[config.mk]
export PLATFORM = sky130hd
export DESIGN_NAME = fp_mul_pipe_ctrl_flat
export DESIGN_NICKNAME = d
export VERILOG_FILES = /design/src/rtl/fpu_pkg.sv /design/src/rtl/fp_mul_pipe_ctrl_if.sv /design/src/rtl/fp_mul_pipe_stage_vld.sv /design/src/rtl/fp_mul_pipe_ctrl.sv /design/src/flat_wrapper.sv
export SDC_FILE = /design/constraint.sdc
export NUM_CORES = 1
export LEC_CHECK = 0
export BUFFER_PORTS_ARGS = -buffer_cell sky130_fd_sc_hd__buf_2
export CAP_MARGIN = 5
export CORE_ASPECT_RATIO = 0.7
export CORE_MARGIN = 5
export CORE_UTILIZATION = 45
export DETAILED_ROUTE_END_ITERATION = 12
export PLACE_DENSITY_LB_ADDON = 0.3
export SLEW_MARGIN = 20
export SYNTH_ARGS = -nofsm -noshare
export SYNTH_HDL_FRONTEND = slang
export SYNTH_SLANG_ARGS = --single-unit
export TNS_END_PERCENT = 50
[constraint.sdc]
create_clock -name CLK -period 2.25 [get_ports CLK]
set_clock_uncertainty 0.2 [all_clocks]
set_input_delay 0.225 -clock CLK [delete_from_list [all_inputs] [get_ports CLK]]
set_output_delay 0.225 -clock CLK [all_outputs]
set_load 0.03 [all_outputs]
[src/rtl/fpu_pkg.sv]
// Shared FPU definitions: controller state encoding and FP32 field widths.
package fpu_pkg;

  localparam int unsigned EXP_W = 8;
  localparam int unsigned MAN_W = 23;

  typedef enum logic [1:0] {
    IDLE  = 2'd0,
    RUN   = 2'd1,
    DRAIN = 2'd2
  } state_e;

endpackage

[src/rtl/fp_mul_pipe_ctrl_if.sv]
// Input/output valid-ready handshake bundle for the FP multiplier controller.
interface fp_mul_pipe_ctrl_if #(
  parameter int unsigned TAG_W = 4
);
  import fpu_pkg::*;

  logic             in_valid;
  logic [TAG_W-1:0] in_tag;
  logic             in_ready;
  logic             out_valid;
  logic [TAG_W-1:0] out_tag;
  logic             out_ready;

  // Producer/consumer side.
  modport master (
    output in_valid, in_tag, out_ready,
    input  in_ready, out_valid, out_tag
  );

  // Controller side.
  modport slave (
    input  in_valid, in_tag, out_ready,
    output in_ready, out_valid, out_tag
  );
endinterface

[src/rtl/fp_mul_pipe_stage_vld.sv]
// One pipeline stage of valid/tag bookkeeping: occupancy, tag, advance and load enable.
module fp_mul_pipe_stage_vld
  import fpu_pkg::*;
#(
  parameter int unsigned TAG_W = 4
) (
  input  logic             clk,
  input  logic             rst_n,
  input  logic             up_vld_i,
  input  logic [TAG_W-1:0] up_tag_i,
  input  logic             dn_adv_i,
  output logic             adv_o,
  output logic             en_o,
  output logic             vld_o,
  output logic [TAG_W-1:0] tag_o
);

  logic             vld_q, vld_d;
  logic [TAG_W-1:0] tag_q, tag_d;

  // An empty stage can always move; a full one only if downstream moves.
  // For the last stage dn_adv_i is out_ready, which gives vld ? out_ready : 1.
  assign adv_o = !vld_q || dn_adv_i;
  assign en_o  = up_vld_i && adv_o;
  assign vld_o = vld_q;
  assign tag_o = tag_q;

  // Next occupancy/tag: load from upstream, empty out when passing on, else hold.
  always_comb begin
    vld_d = vld_q;
    tag_d = tag_q;
    if (en_o) begin
      vld_d = 1'b1;
      tag_d = up_tag_i;
    end else if (adv_o) begin
      vld_d = 1'b0;
    end
  end

  // Stage state registers.
  always_ff @(posedge clk or negedge rst_n) begin
    if (!rst_n) begin
      vld_q <= 1'b0;
      tag_q <= '0;
    end else begin
      vld_q <= vld_d;
      tag_q <= tag_d;
    end
  end

endmodule

[src/rtl/fp_mul_pipe_ctrl.sv]
// Sequencing controller for the FP32 multiplier pipeline: valid/tag tracking,
// per-stage load enables, back-pressure with bubble collapsing and drain flush.
// Optional performance counters are built when FP_MUL_PERF_CNT_EN is defined.
module fp_mul_pipe_ctrl
  import fpu_pkg::*;
#(
  parameter int unsigned STAGES = 4,
  parameter int unsigned TAG_W  = 4
) (
  input  logic               CLK,
  input  logic               RST,
  fp_mul_pipe_ctrl_if.slave  bus,
  input  logic               flush,
  output logic [STAGES-1:0]  stg_en,
  output logic [STAGES-1:0]  stg_vld,
  output logic               busy
`ifdef FP_MUL_PERF_CNT_EN
  ,
  input  logic               perf_clr,
  output logic [31:0]        ops_done,
  output logic [31:0]        stall_cyc
`endif
);

  state_e state_q, state_d;
  logic   adv0;
  logic   accept;
  logic   pipe_empty;

  assign bus.in_ready = adv0 && (state_q == IDLE || state_q == RUN) && !flush;
  assign accept       = bus.in_valid && bus.in_ready;
  assign pipe_empty   = (stg_vld == '0);
  assign busy         = !pipe_empty || (state_q != IDLE);

  // Advance is a ripple from the output back to stage 0; each stage reads its
  // neighbour through the generate hierarchy.
  for (genvar i = 0; i < STAGES; i++) begin : g_stg
    logic             adv, en, vld, up_vld, dn_adv;
    logic [TAG_W-1:0] tag, up_tag;

    if (i == 0) begin : g_first
      assign up_vld = accept;
      assign up_tag = bus.in_tag;
      assign adv0   = adv;
    end else begin : g_mid
      assign up_vld = g_stg[i-1].vld;
      assign up_tag = g_stg[i-1].tag;
    end

    if (i == STAGES - 1) begin : g_last
      assign dn_adv        = bus.out_ready;
      assign bus.out_valid = vld;
      assign bus.out_tag   = tag;
    end else begin : g_inner
      assign dn_adv = g_stg[i+1].adv;
    end

    fp_mul_pipe_stage_vld #(.TAG_W(TAG_W)) u_stage (
      .clk      (CLK),
      .rst_n    (RST),
      .up_vld_i (up_vld),
      .up_tag_i (up_tag),
      .dn_adv_i (dn_adv),
      .adv_o    (adv),
      .en_o     (en),
      .vld_o    (vld),
      .tag_o    (tag)
    );

    assign stg_en[i]  = en;
    assign stg_vld[i] = vld;
  end

  // FSM next state: flush wins; drain completes once empty and flush released.
  always_comb begin
    state_d = state_q;
    unique case (state_q)
      IDLE:    if (flush) state_d = DRAIN;
               else if (accept) state_d = RUN;
      RUN:     if (flush) state_d = DRAIN;
               else if (pipe_empty && !accept) state_d = IDLE;
      DRAIN:   if (pipe_empty && !flush) state_d = IDLE;
      default: state_d = IDLE;
    endcase
  end

  // FSM state register.
  always_ff @(posedge CLK or negedge RST) begin
    if (!RST) state_q <= IDLE;
    else      state_q <= state_d;
  end

`ifdef FP_MUL_PERF_CNT_EN
  logic [31:0] ops_q, stall_q;

  assign ops_done  = ops_q;
  assign stall_cyc = stall_q;

  // Handshake and stall counters; clear beats a same-cycle increment.
  always_ff @(posedge CLK or negedge RST) begin
    if (!RST) begin
      ops_q   <= '0;
      stall_q <= '0;
    end else if (perf_clr) begin
      ops_q   <= '0;
      stall_q <= '0;
    end else begin
      if (bus.out_valid && bus.out_ready)  ops_q   <= ops_q + 32'd1;
      if (bus.out_valid && !bus.out_ready) stall_q <= stall_q + 32'd1;
    end
  end
`endif

endmodule

[src/flat_wrapper.sv]
// flat-port wrapper written by rule: the top's interface ports become plain ports
module fp_mul_pipe_ctrl_flat import fpu_pkg::*;
#(
  parameter int unsigned STAGES = 4,
  parameter int unsigned TAG_W  = 4
)
  (CLK, RST, flush, stg_en, stg_vld, busy, bus_in_valid, bus_in_tag, bus_out_ready, bus_in_ready, bus_out_valid, bus_out_tag);
  fp_mul_pipe_ctrl_if #(.TAG_W(TAG_W)) bus_i ();
  input  logic CLK;
  input  logic RST;
  input  logic flush;
  output logic [STAGES-1:0] stg_en;
  output logic [STAGES-1:0] stg_vld;
  output logic busy;
  input wire logic [$bits(bus_i.in_valid)-1:0] bus_in_valid;
  input wire logic [$bits(bus_i.in_tag)-1:0] bus_in_tag;
  input wire logic [$bits(bus_i.out_ready)-1:0] bus_out_ready;
  output wire logic [$bits(bus_i.in_ready)-1:0] bus_in_ready;
  output wire logic [$bits(bus_i.out_valid)-1:0] bus_out_valid;
  output wire logic [$bits(bus_i.out_tag)-1:0] bus_out_tag;
  assign bus_i.in_valid = bus_in_valid;
  assign bus_i.in_tag = bus_in_tag;
  assign bus_i.out_ready = bus_out_ready;
  assign bus_in_ready = bus_i.in_ready;
  assign bus_out_valid = bus_i.out_valid;
  assign bus_out_tag = bus_i.out_tag;
  fp_mul_pipe_ctrl #(.STAGES(STAGES), .TAG_W(TAG_W)) u_core (.CLK(CLK), .RST(RST), .bus(bus_i), .flush(flush), .stg_en(stg_en), .stg_vld(stg_vld), .busy(busy));
endmodule
---- Yosys cells after proc, flatten, opt, wreduce, memory -nomap -nowiden ----
Cells that the tools add are included.
operators by class
  $add $sub $neg .......................... 0
  multiply operators ...................... 0
  div/mod/pow operators ................... 0
  magnitude comparators ................... 0
  eq/ne operators ......................... 5
  shifts and indexed selects .............. 0
  mux-type cells .......................... 14
  bitwise operators ....................... 0
  reductions and logical operators ........ 30
operators by type and width
  operator                                                                  number
  2-bit 2-to-1 mux                                                          5
  2-bit nonzero test                                                        5
  1-bit logical AND                                                         9
  1-bit 2-to-1 mux                                                          8
  1-bit zero test                                                           7
  1-bit logical OR                                                          6
  2-bit case mux with 3 select lines                                        1
  4-bit zero test                                                           1
  3-bit by 2-bit inequality test with 1-bit output (second input constant)  1
  3-bit inequality test (second input constant)                             1
  3-bit AND reduction                                                       1
  2-bit by 1-bit equality test with 1-bit output (second input constant)    1
  2-bit equality test (second input constant)                               1
  2-bit zero test                                                           1
  2-bit by 1-bit inequality test with 1-bit output (second input constant)  1
storage, ports and cells
  flip-flop bits (word level) ............. 22
  latch bits .............................. 0
  RAM bits ................................ 0
  ROM bits ................................ 0
  input port bits ......................... 9
  output and inout bits ................... 15
  logic and storage cells ................. 58
  memories kept ........................... 0

---- Depth between registers and ports, before layout ----
Gate-level depths: netlist (run 1).
  word-level depth ........................ 13
  mapped depth ............................ 4
  mapped depth without buffers ............ 3

---- Modules after synthesis ----
Synthesis (run 1) repeated with hierarchy kept, for this count alone.
second synthesis, totals
  cell total of the unflattened synthesis .. 71
  area, all modules ....................... 1062.3 µm²
by module, submodules not included
  module                 instances  cells an instance  area each (µm²)  sequential area each (µm²)
  fp_mul_pipe_stage_vld  4          13                 221.5            125.1
  fp_mul_pipe_ctrl       1          19                 176.4            50.0

---- Worst setup path before layout (run 1) ----
Ideal clock, no wire load.
  path type ............................... register to output
  start point ............................. register u_core.g_stg[3].u_stage.vld_q
  end point ............................... output port busy
  arrival ................................. 1556 ps
  required time ........................... 1825 ps
  setup slack ............................. 269 ps
  cell stages (with the launch flop) ...... 3
  buffers on the path ..................... 0
  path through ............................ dfrtp_1 -> or4_4 -> or3_1
between the ends
  cells in the longest elaborated chain, start to end .. 3
RTL lines
  item                    line                         text
  from (decl)             fp_mul_pipe_stage_vld.sv:18  logic vld_q, vld_d;
  from (signal assigned)  fp_mul_pipe_stage_vld.sv:46  vld_q <= vld_d;
  4-bit zero test         fp_mul_pipe_ctrl.sv:32       assign pipe_empty = (stg_vld == '0);
  1-bit zero test         fp_mul_pipe_ctrl.sv:33       assign busy = !pipe_empty || (state_q != IDLE);
  1-bit logical OR        fp_mul_pipe_ctrl.sv:33
  to (decl)               flat_wrapper.sv:14           output logic busy;
Every way passes these cells.

---- Final worst setup path (run 1) ----
  start point ............................. register u_core.g_stg[2].u_stage.vld_q
  end point ............................... output port busy
between the ends
  cells in the longest elaborated chain, start to end .. 3
RTL lines
  item                    line
  from (decl)             fp_mul_pipe_stage_vld.sv:18
  from (signal assigned)  fp_mul_pipe_stage_vld.sv:46
  4-bit zero test         fp_mul_pipe_ctrl.sv:32
  1-bit zero test         fp_mul_pipe_ctrl.sv:33
  1-bit logical OR        fp_mul_pipe_ctrl.sv:33
Every way passes these cells.

==> results.md, run 1 <==
Outcome:
- The flow ran to the end, and the final reports show no timing, DRC or antenna violations.

Clocking:
- Clock latency on the worst-skew pair, taken at its later pin, is 0.30 ns.
- The cell at the root of the clock tree is sky130_fd_sc_hd__clkbuf_4.
- The clock tree from TritonCTS is done.
- For this design, the sink count on the clock tree is 22.
- CTS built an H-tree with a depth of 1.
- The worst-case clock buffer depth is 2.
- Clock-pin slew was measured on the worst setup and hold paths at 0.12 ns.
- The number of CTS-inserted buffers is 3.

STA:
- Headroom to the max-slew limit came out at 68.0%.
- Timing would allow up to 0.455 GHz.
- The ratio of final minimum period to clock period is 97.7%.
- The worst path in the final design needs a cycle of 2.20 ns, including I/O delays and setup.
- The number of max-slew violations in the final report is 0.
- Summed over all failing endpoints, the final setup total negative slack is 0 ns.
- Setup violations remaining at the end of the flow were counted as 0.
- Setup repair after global routing left no endpoint under its margin.
- The count of endpoints failing hold in the final timing report is 0.
- Across all setup checks in the final design, the least slack found is 0.0523 ns.
- At the pin with the least slew margin, the transition time is ~0.48 ns.

Logic synthesis:
- In the synthesized netlist the async set-or-reset flop fraction comes to 100%.
- In this run the mean area of a mapped cell was 13.5 um2.
- The proportion of synthesized chip area in sequential cells is 58.1%.
- Summing every instance area after synthesis gives 947 um2.
- The synthesized net count is 79.
- In this run, distinct cell masters in the synthesized netlist total 17.
- The number of flops mapped to enable cells by yosys is 0.
- The synthesis warning total is 0.
- The prevailing post-synth register cell is sky130_fd_sc_hd__dfrtp_1.
- The synthesized instance count is 70.
- The number of register bits inferred by synthesis is 22.

Placement:
- The final weighted congestion in routability-driven placement is 0.680.
- Port buffering added 23 buffers.
- At the placement stage, the worst setup path has a slack of 0.303 ns.
- Counting tap cells, the placed design contains a total of 107 instances.

GRT:
- Global routing consumed, on the met3 layer, 5.07% of the routing resources.
- In the global route stage, met1 resource usage came out at 14.0%.
- For this run the aggregate overflow at the end of global routing stands at 0.
- The first global-routing pass estimated 2620 um of wire.
- The layer flagged by global routing as most heavily used is met2.
- In the global route stage, overall resource usage came out at 10.6%.
- The number of antenna violations at the first check in global routing was 0.
- The pin count of the biggest net entering global routing is 23.
- For this run, global-route usage on met2 was measured as around 16%.
- The via count of the first global-routing pass came to 583.

Pwr:
- Dividing total power by cell area gives a power density of roughly 1000 nW/um2.
- The peak ir drop on the vdd network is 0.552 mV.
- The leakage power figure is 0.589 nW.

Routing:
- In this run, the number of DRC markers left after iteration 0 of detailed routing was 4.
- In the final routed layout, each cell accounts on average for around 13 um.
- The routed design has around 1500 um of wire.
- After detailed routing, the number of remaining DRC violations is 0.
- Dividing the detail-routed via count by the number of cells gives 4.99.
- The detailed-router iteration count before antenna repair is 2.
- The overall via count from detail_route is 589.
- The number of nets still failing antenna checks after routing is 0.

Hold path:
- The count of cells along the worst hold path is 3.
- In this run the worst hold path is classified as input pin to flip-flop.

Cells and area:
- Of the cells placed in the final design, the portion with a size suffix greater than 1 is a little over half.
- The growth of design area from synthesis to finish is 20.6%.
- The net total in the final layout is 106.
- The count of cells in the finished layout, fillers not included, comes to approximately 120.
- 0 antenna diodes ended up in the layout.

Setup path:
- The data required time at the worst endpoint is 1.82 ns.
- The endpoint arrival time on the critical path is 1.77 ns.
- The number of cell instances on the worst register-to-register path is 4.
- In this run the worst path has a maximum fanout of 3.
- STA classifies the critical path endpoint as a primary output.
- The critical path in this run is classified as flip-flop to primary output.
- The worst register-to-register path has a setup slack of 0.52 ns.
- The startpoint class of the critical path is a flip-flop.

Floorplan:
- The die covers 3140 um2.
- For this design the top-level I/O count stands at 24.
- The floorplan has 13 rows.
- The initial utilization of the core area, before any placement, comes to just under 50%.
- The core region area is a little under 2000 um2.
- The width of the die is 64.8 um.
- In this run the vertical extent of the chip is 48.4 um.

Run:
- The tool flagged a number of max-cap violations equal to 0.
==> cell type report <==
type / count / area, um2
clock buffers: 4 / 36.3
well taps: 22 / 27.5
multi-input cells: 37 / 330
flip-flops and latches: 22 / 551
repair buffers: 30 / 186
fillers: 182 / 793
inverters: 3 / 11.3
==> path summary, 6_finish.rpt <==
check	start	endpoint
min	flush	u_core.state_q[1]
max reg2reg	u_core.g_stg[2].u_stage.vld_o	u_core.g_stg[0].u_stage.tag_o[3]
max in group asynchronous	RST	u_core.g_stg[0].u_stage.tag_o[0]
min reg2reg	u_core.g_stg[1].u_stage.tag_o[3]	u_core.g_stg[2].u_stage.tag_o[3]
min in group asynchronous	RST	u_core.g_stg[2].u_stage.tag_o[2]
max	u_core.g_stg[2].u_stage.vld_o	busy
==> cell usage after synthesis (2+ instances only) <==
| cell | instances | share of area [%] |
|---|---|---|
| sky130_fd_sc_hd__buf_4 | 8 | 6.3 |
| sky130_fd_sc_hd__nand2b_1 | 4 | 2.6 |
| sky130_fd_sc_hd__mux2_2 | 16 | 19 |
| sky130_fd_sc_hd__dfrtp_1 | 22 | 58 |
| sky130_fd_sc_hd__inv_1 | 3 | 1.2 |
| sky130_fd_sc_hd__nand2_1 | 5 | 2.0 |
| sky130_fd_sc_hd__a21oi_1 | 2 | 1.1 |
==> what timing repair did <==
action                                 CTS  global route
setup buffers                            2             0
setup endpoints to repair                1             1
cloned                                   0             0
endpoints found under the hold margin   26             0
gates resized for setup                  0             4
hold buffers                             5             0
pin swaps                                0             1
==> cell usage in the layout, fill, tap and decap left out, drive strengths merged <==
cell | synthesis | layout
and4b | 1 | 1
clkbuf | 0 | 4
dfrtp | 22 | 22
mux2 | 16 | 16
or3b | 1 | 1
nand2 | 5 | 5
a21oi | 3 | 3
and2 | 1 | 1
nand2b | 4 | 4
buf | 8 | 25
or3 | 1 | 1
nand4b | 1 | 1
a31o | 1 | 1
or4 | 1 | 1
nor2 | 1 | 1
inv | 3 | 3
nand3b | 1 | 1
dlygate4sd3 | 0 | 5
==> state kept, by name, summed over array words and instances (netlist names) <==
signal	flops
u_core.g_stg.u_stage.vld_o	4
u_core.g_stg.u_stage.tag_o	16
u_core.state_q	2
==> where the power goes <==
part / internal, mW / switching [mW]
clock network: 0.0987 / 0.115
registers: 0.534 / 0.0708
logic: 0.179 / 0.196
total: 0.812 / 0.382
==> critical path, stage by stage (launching register included) <==
cell and delay [ns]:
sky130_fd_sc_hd__dfrtp_1 0.41, sky130_fd_sc_hd__or4_4 0.57, sky130_fd_sc_hd__or3_4 0.35, sky130_fd_sc_hd__buf_6 0.15
==> kinds of logic after synthesis <==
family          share of synthesized area [%]
simple gates                             11.6
buf+inv                                  7.53
flops                                    58.1
mux                                      19.0
compound gates                           3.70
==> through the flow <==
step                total power [mW]  hold slack [ns]  util, %  cell area [um2]
CTS                             1.20          0.00933     58.4             1130
floorplan                      0.883           -0.271        -              947
finish                          1.19           0.0149     59.0             1140
global route                    1.27           0.0109     59.0             1140
detailed placement             0.975           0.0138     53.2             1030
global placement               0.962          0.00953     53.2             1030
==> metal layers <==
layer	up-vias	share of wire (%)
met4	0	0
met2	18	42
met1	287	50
li1	284	-
met5	-	0
met3	0	8.3
(Power assumes the default switching activity.)
==> run 2: changes to the inputs <==
Settings changed: CORE_UTILIZATION 45 to 35, HOLD_SLACK_MARGIN set to 0.12.
==> run 2 against run 1 <==
Net effect:
- first-iteration DRC count increased to 3.8 times the previous value
- cell area rose by 2.6%
- sequential share of layout area is 1.1 points lower
- die area increased by 23%
- cell count up 11%
- largest power group unchanged
==> results.md, run 2 (synthesis results as in run 1) <==
Setup path:
- In this run the critical register-to-register path is launched from u_core.state_q[1].
- STA classifies the critical path startpoint as a flip-flop.
- The critical path goes through or4_4 -> or3_1 -> buf_2.
- The endpoint arrival time on the critical path was 1.75 ns (-0.02 ns).
- The sort of element at the end of the critical path is a primary output.
- The setup path with the least slack is of type flip-flop to primary output.
- The beginning of the critical path is u_core.g_stg[3].u_stage.vld_o.
- The maximum fanout encountered on the critical timing path is 5 (+2).
- The delay of the slowest cell on the worst path is 0.56 ns (about the same).
- The largest individual stage delay along the critical path comes from the cell sky130_fd_sc_hd__or4_4.
- The data required time at the worst endpoint is 1.82 ns (about the same).

Cells and area:
- The fraction of final layout cells sized beyond drive strength 1 is 51.5% (-1.6 points).
- The most common cell after layout, fill and taps aside is sky130_fd_sc_hd__buf_2.
- The core utilization of the finished layout is 46.3% (-13 points).
- The number of flip-flops in the largest register was 16 (unchanged).
- The cell area after layout is 1170 um2 (+2.6%).
- The number of standard cells in the final layout excluding fillers is 131 (+11%).
- The filler cell count came to 239 (+31%).
- Compared with the post-synthesis result, the final layout area differs by 23.8%.
- The number of diodes is 0 (unchanged).
- The net total in the final layout is 108 (+1.9%).
- The library cells used most frequently in the layout, excluding fill and tap cells, are 23 x sky130_fd_sc_hd__buf_2, 21 x sky130_fd_sc_hd__dfrtp_1, 16 x sky130_fd_sc_hd__mux2_2.

Routing:
- The number of nets still failing antenna checks after routing was 0 (unchanged).
- The per-cell routed wire length is 11.7 um (-10%).
- The number of remaining DRC errors is 0 (unchanged).
- The detailed-router iteration count before antenna repair is 4 (+2).
- The via count normalized by instance count is 4.42 (-11%).
- The total wirelength of the detailed-routed design is 1540 um (-0.13%).
- The violation count after the first detailed-route iteration was 15 (+11).
- The overall via count from detail_route is 579 (-1.7%).

STA:
- The number of endpoints failing setup at the final stage is 0 (unchanged).
- The number of max-slew violations in the final report was 0 (unchanged).
- The achievable frequency is 0.460 GHz (+1.1%).
- The post-route minimum period is 2.17 ns (-0.0249 ns).
- The final-layout setup total negative slack is 0 ns (unchanged).
- The count of endpoints failing hold in the final timing report is 0 (unchanged).
- The worst slew margin relative to its limit is 68.0% (about the same).
- Setup repair after global routing left no endpoint under its margin.
- The transition time at the pin with the least slew margin is 0.480 ns (+0.000925 ns).
- The ratio of final minimum period to clock period is 96.6% (-1.1 points).

Clocking:
- The clock tree from TritonCTS is done.
- The clock net sink count is 22 (unchanged).
- The count of H-tree levels built during CTS is 1 (unchanged).
- The root buffer cell chosen for the clock tree is sky130_fd_sc_hd__clkbuf_8.
- The worst-case clock buffer depth is 2 (unchanged).
- The worst-skew pair later-pin latency is 0.25 ns (-0.05 ns).
- The number of CTS-inserted buffers is 3 (unchanged).
- The clock-pin transition on the worst setup and hold timing paths came to 0.07 ns (-0.05 ns).

Pwr:
- The peak ir drop on the vdd network is 0.479 mV (-13%).
- The leakage power figure was 0.592 nW (+0.54%).
- The power density over the cells is 1030 nW/um2 (-1.4%).

Floorplan:
- The standard-cell row count is 15 (+2).
- The total I/O pin count came to 24 (unchanged).
- The core region area is 2530 um2 (+31%).
- The area of the die came to 3860 um2 (+23%).
- The die height is 53.5 um (+11%).
- The width of the die is 72.2 um (+11%).
- The effective utilization at floorplan came to 37.4% (-12 points).

GRT:
- The number of antenna violations at the first check in global routing is 0 (unchanged).
- The layer with the highest usage is met2.
- The pin count of the biggest net entering global routing came to 23 (unchanged).
- The global routing met1 resource utilization was 11.7% (-2.3 points).
- The global router's overall resource usage is 8.86% (-1.8 points).
- The via count of the first global-routing pass was 538 (-7.7%).
- The remaining global-route overflow is 0 (unchanged).
- The first-pass GRT wire length is 2470 um (-5.8%).
- The met2 routing resource usage after global routing came to 12.4% (-3.6 points).
- The routing usage on met3 was 4.74% (-0.33 points).

Placement:
- The number of input and output port buffers inserted came to 23 (unchanged).
- The number of instances in the placed design is 119 (+11%).
- The placed standard-cell area is 1040 um2 (+1.5%).
- The final weighted congestion in routability-driven placement is 0.733 (+7.7%).
- The wire-length estimate of the detail-placed layout is 1210 um.

Hold path:
- The launch instance of the worst min-delay path is bus_in_valid.
- In this run the worst hold path is classified as input pin to flip-flop.

Run:
- The count of max-cap constraint violations is 0 (unchanged).

Outcome:
- The run finished with clean final reports.
## run 2: area by class of cell
class | count | area (um2) | area share [%]
Tap cell | 34 | 42.5 | 3.63
Timing Repair Buffer | 32 | 200 | 17.1
Sequential cell | 22 | 552 | 47.1
Inverter | 3 | 11.3 | 0.961
Multi-Input combinational cell | 37 | 325 | 27.7
Clock buffer | 3 | 41.3 | 3.52
## run 2: worst max-delay path: cells and delay by family (launching register included)
| kind | cells | cell delay (ns) |
|---|---|---|
| flip-flops | 1 | 0.44 |
| buffers and inverters | 1 | 0.18 |
| AND/OR/NAND/NOR | 2 | 0.87 |
## run 2: routing by layer
| layer | share of wire, % | vias up |
|---|---|---|
| li1 | - | 289 |
| met1 | 49 | 264 |
| met2 | 40 | 24 |
| met3 | 11 | 2 |
| met4 | 0.52 | 0 |
| met5 | 0 | - |
## run 2: per-stage QoR
stage	hold slack, ns	worst slack, ns	power [mW]
global route	0.215	0.0131	1.28
CTS	0.184	0.0300	1.22
finish	0.193	0.0772	1.21
global placement	0.00343	0.345	0.965
detailed placement	0.0121	0.324	0.986
floorplan	-0.271	0.269	0.883
## run 2: repair_timing
action                                  CTS  global route
setup buffers                             0             2
endpoints found under the setup margin    0             1
hold buffers                              7             0
endpoints found under the hold margin    31             0
resized for setup                         0             1
## run 2: worst paths after layout
kind                                                         end  slack (ns)  cells past startpoint
worst max-delay path                                        busy        0.08                      3
worst min-delay path               u_core.g_stg[0].u_stage.vld_o        0.19                      3
worst max register to register  u_core.g_stg[0].u_stage.tag_o[1]        0.56                      3
worst min register to register                 u_core.state_q[1]        0.28                      1
max in group asynchronous          u_core.g_stg[3].u_stage.vld_o        1.24                      2
min in group asynchronous       u_core.g_stg[2].u_stage.tag_o[3]        0.26                      2
## run 2: report_power, final
group	switching [mW]	internal (mW)	total [mW]
clock network	0.105	0.119	0.224
registers	0.0770	0.537	0.614
logic	0.194	0.176	0.370
==> run 3: changes to the inputs <==
Settings changed: CORE_UTILIZATION 35 to 50, PLACE_DENSITY set to 0.76, PLACE_DENSITY_LB_ADDON 0.3 to unset, RECOVER_POWER set to 25.
==> run 3 against run 2 <==
Net effect:
- via count is 3.1% higher
- cell count is 6.1% lower
- critical endpoint unchanged
- sequential cell count stayed put
- global-route usage is 3.5 points higher
- non-clock buffer count is 4 higher
- sequential power hardly changed
- die area is 25% lower
- register-to-register slack worse by 0.13 ns
- critical path depth stayed put
- total power is 3.3% lower
- hold slack better by 0.11 ns
- cell area is 0.75% higher
==> results.md, run 3 (synthesis results as in run 1) <==
Placement:
- The HPWL after detailed placement is 1160 um (-4.0%).
- The number of input and output port buffers inserted was 23 (unchanged).
- The final weighted congestion in routability-driven placement is 0.658 (-10%).
- The number of instances in the placed design is 107 (-10%).

Floorplan:
- The total I/O pin count is 24 (unchanged).
- The effective utilization at floorplan is 52.0% (+15 points).
- The die height is 46.4 um (-13%).
- The width of the die came to 62.0 um (-14%).
- The core region area was 1820 um2 (-28%).
- The area of the die is 2880 um2 (-25%).
- The standard-cell row count was 13 (-2).

Setup path:
- The delay of the slowest cell on the worst path was 0.56 ns (about the same).
- The endpoint arrival time on the critical path is 1.78 ns (+0.03 ns).
- The maximum fanout encountered on the critical timing path is 6 (+1).
- The slowest cell on the critical path is sky130_fd_sc_hd__or4_4.
- The critical setup path kind is flip-flop to primary output.
- In this run the critical register-to-register path is captured at u_core.state_q[0].
- The combined buffer and inverter count along the critical path came to 1 (unchanged).
- The worst setup path is captured at a primary output.
- The beginning of the worst register-to-register path is u_core.g_stg[2].u_stage.vld_o.
- On the critical path the largest part of the delay comes from simple AND/OR/NAND/NOR gates.
- The signal on the critical path passes through or4_4 -> or3_4 -> buf_6.
- The slack of the worst reg-to-reg path is 0.43 ns (-0.13 ns).
- The number of cell instances on the worst register-to-register path is 4 (+1).
- The cell count along the critical path came to 3 (unchanged).
- The startpoint class of the critical path is a flip-flop.
- The data required time at the worst endpoint is 1.82 ns (about the same).

Cells and area:
- In the layout the commonest cells are 21 x sky130_fd_sc_hd__buf_2, 21 x sky130_fd_sc_hd__dfrtp_1, 16 x sky130_fd_sc_hd__mux2_2.
- The number of standard cells in the final layout excluding fillers is 123 (-6.1%).
- Relative to the synthesized area, the layout overhead comes to 24.7%.
- The number of diodes is 0 (unchanged).
- The fraction of final layout cells sized beyond drive strength 1 is 52.5% (+0.93 points).
- The filler cell count was 140 (-41%).
- The net total in the final layout came to 112 (+3.7%).
- The number of flip-flops in the largest register came to 16 (unchanged).

Pwr:
- The part of the total power dissipated in the clock network is 14.0% (-4.6 points).
- The part of the power in combinational logic is 33.7% (+3.1 points).
- The relative contribution of sequential cells to total power came to 52.3% (+1.5 points).
- The switching power total came to 375 uW (-0.42%).
- The switching power as a share of total power is 32.1% (+0.94 points).
- The internal power contribution was 793 uW (-4.7%).
- The power density over the cells is 988 nW/um2 (-4.1%).
- The peak ir drop on the vdd network is 0.722 mV (+51%).
- The leakage power figure is 0.605 nW (+2.2%).

STA:
- The achievable frequency is 0.454 GHz (-1.4%).
- The transition time at the pin with the least slew margin is 1.11 ns (+0.625 ns).
- The worst-case hold slack is 0.304 ns (+0.111 ns).
- The number of endpoints failing setup at the final stage is 0 (unchanged).
- The count of endpoints failing hold in the final timing report was 0 (unchanged).
- The ratio of final minimum period to clock period is 97.9% (+1.4 points).
- The worst slew margin relative to its limit was 26.3% (-42 points).
- The post-route minimum period came to 2.20 ns (+0.0311 ns).
- The number of max-slew violations in the final report is 0 (unchanged).

Hold path:
- The startpoint identified for the worst hold timing path is u_core.state_q[0].
- The count of cells along the worst hold path came to 1 (-2).
- The sink of the worst hold path is u_core.state_q[1].
- The worst hold path belongs to the class flip-flop to flip-flop.

Run:
- The count of max-cap constraint violations came to 0 (unchanged).

Clocking:
- The clock net sink count is 22 (unchanged).
- The worst-case clock buffer depth was 2 (unchanged).
- The clock-pin transition on the worst setup and hold timing paths is 0.10 ns (+0.03 ns).
- The cell at the root of the clock tree is sky130_fd_sc_hd__clkbuf_4.
- The worst-skew pair later-pin latency is 0.29 ns (+0.04 ns).
- The count of H-tree levels built during CTS came to 1 (unchanged).
- The number of CTS-inserted buffers was 3 (unchanged).
- TritonCTS built the clock tree.

GRT:
- The via count of the first global-routing pass came to 592 (+10%).
- The pin count of the biggest net entering global routing is 23 (unchanged).
- The global router's overall resource usage came to 12.3% (+3.5 points).
- The number of antenna violations at the first check in global routing is 0 (unchanged).
- The first-pass GRT wire length is 2480 um (+0.57%).
- The remaining global-route overflow is 0 (unchanged).

Routing:
- The per-cell routed wire length came to 12.7 um (+8.0%).
- The via count normalized by instance count came to 4.85 (+9.8%).
- The violation count after the first detailed-route iteration is 17 (+2).
- The total wirelength of the detailed-routed design was 1560 um (+1.4%).
- The number of nets still failing antenna checks after routing is 0 (unchanged).
- The overall via count from detail_route was 597 (+3.1%).
- The number of remaining DRC errors is 0 (unchanged).
- The detailed-router iteration count before antenna repair is 4 (unchanged).

Outcome:
- The run finished with clean final reports.
-- run 3: changes by cell type in the layout (fill, tap and decap cells not counted), sizes merged --
cell         change
buf              +2
dlygate4sd3      +1
clkbuf           +1
-- run 3: power groups by stage --
stage          Combinational (mW)  Sequential (mW)  Clock, mW
6_report                    0.393            0.611      0.164
5_1_grt                     0.428            0.631      0.191
4_1_cts                     0.367            0.614      0.174
3_5_place_dp                0.357            0.624          0
3_3_place_gp                0.347            0.614          0
2_1_floorplan               0.209            0.674          0
-- run 3: layout make-up --
type                       instances  area (um2)  share of cell area, %
clock buffer                       3        22.5                   1.91
timing repair buffer              36         238                   20.1
tap                               22        27.5                   2.33
inverter                           3        11.3                  0.953
multi-input combinational         37         330                   28.0
sequential                        22         552                   46.7
-- run 3: layer usage --
| metal | wire [um] | global-route usage [%] | up-vias |
|---|---|---|---|
| met5 | 0 | 0 | - |
| met4 | 0 | 2.54 | 0 |
| met3 | 128 | 6.16 | 0 |
| met2 | 720 | 20.7 | 18 |
| met1 | 709 | 14.2 | 282 |
| li1 | - | - | 297 |
-- run 3: worst max path at each step --
| stage | startpoint | end | slack, ns |
|---|---|---|---|
| after floorplan | u_core.g_stg[3].u_stage.vld_o | busy | 0.27 |
| after CTS | u_core.g_stg[3].u_stage.vld_o | busy | 0.001 |
| final | u_core.g_stg[2].u_stage.vld_o | busy | 0.05 |
| after global placement | u_core.g_stg[3].u_stage.vld_o | busy | 0.37 |
| after global routing | u_core.g_stg[2].u_stage.vld_o | busy | -0.002 |
| after detailed placement | u_core.g_stg[3].u_stage.vld_o | busy | 0.34 |
-- run 3: metrics by stage --
stage | setup WS [ns] | power (mW) | setup TNS [ns] | utilization [%] | instance area, um2
global placement | 0.367 | 0.961 | 0 | 56.5 | 1030
finish | 0.0462 | 1.17 | 0 | 64.8 | 1180
global route | -0.00163 | 1.25 | -0.00163 | 64.8 | 1180
detailed placement | 0.344 | 0.981 | 0 | 56.5 | 1030
CTS | 0.00134 | 1.15 | 0 | 61.6 | 1120
floorplan | 0.269 | 0.883 | 0 | - | 947
-- run 3: what timing repair did --
action	4_1_cts	5_1_grt
hold buffers	7	1
setup endpoints to repair	0	1
resized for setup	0	5
buffers inserted	0	5
hold endpoints to repair	31	1
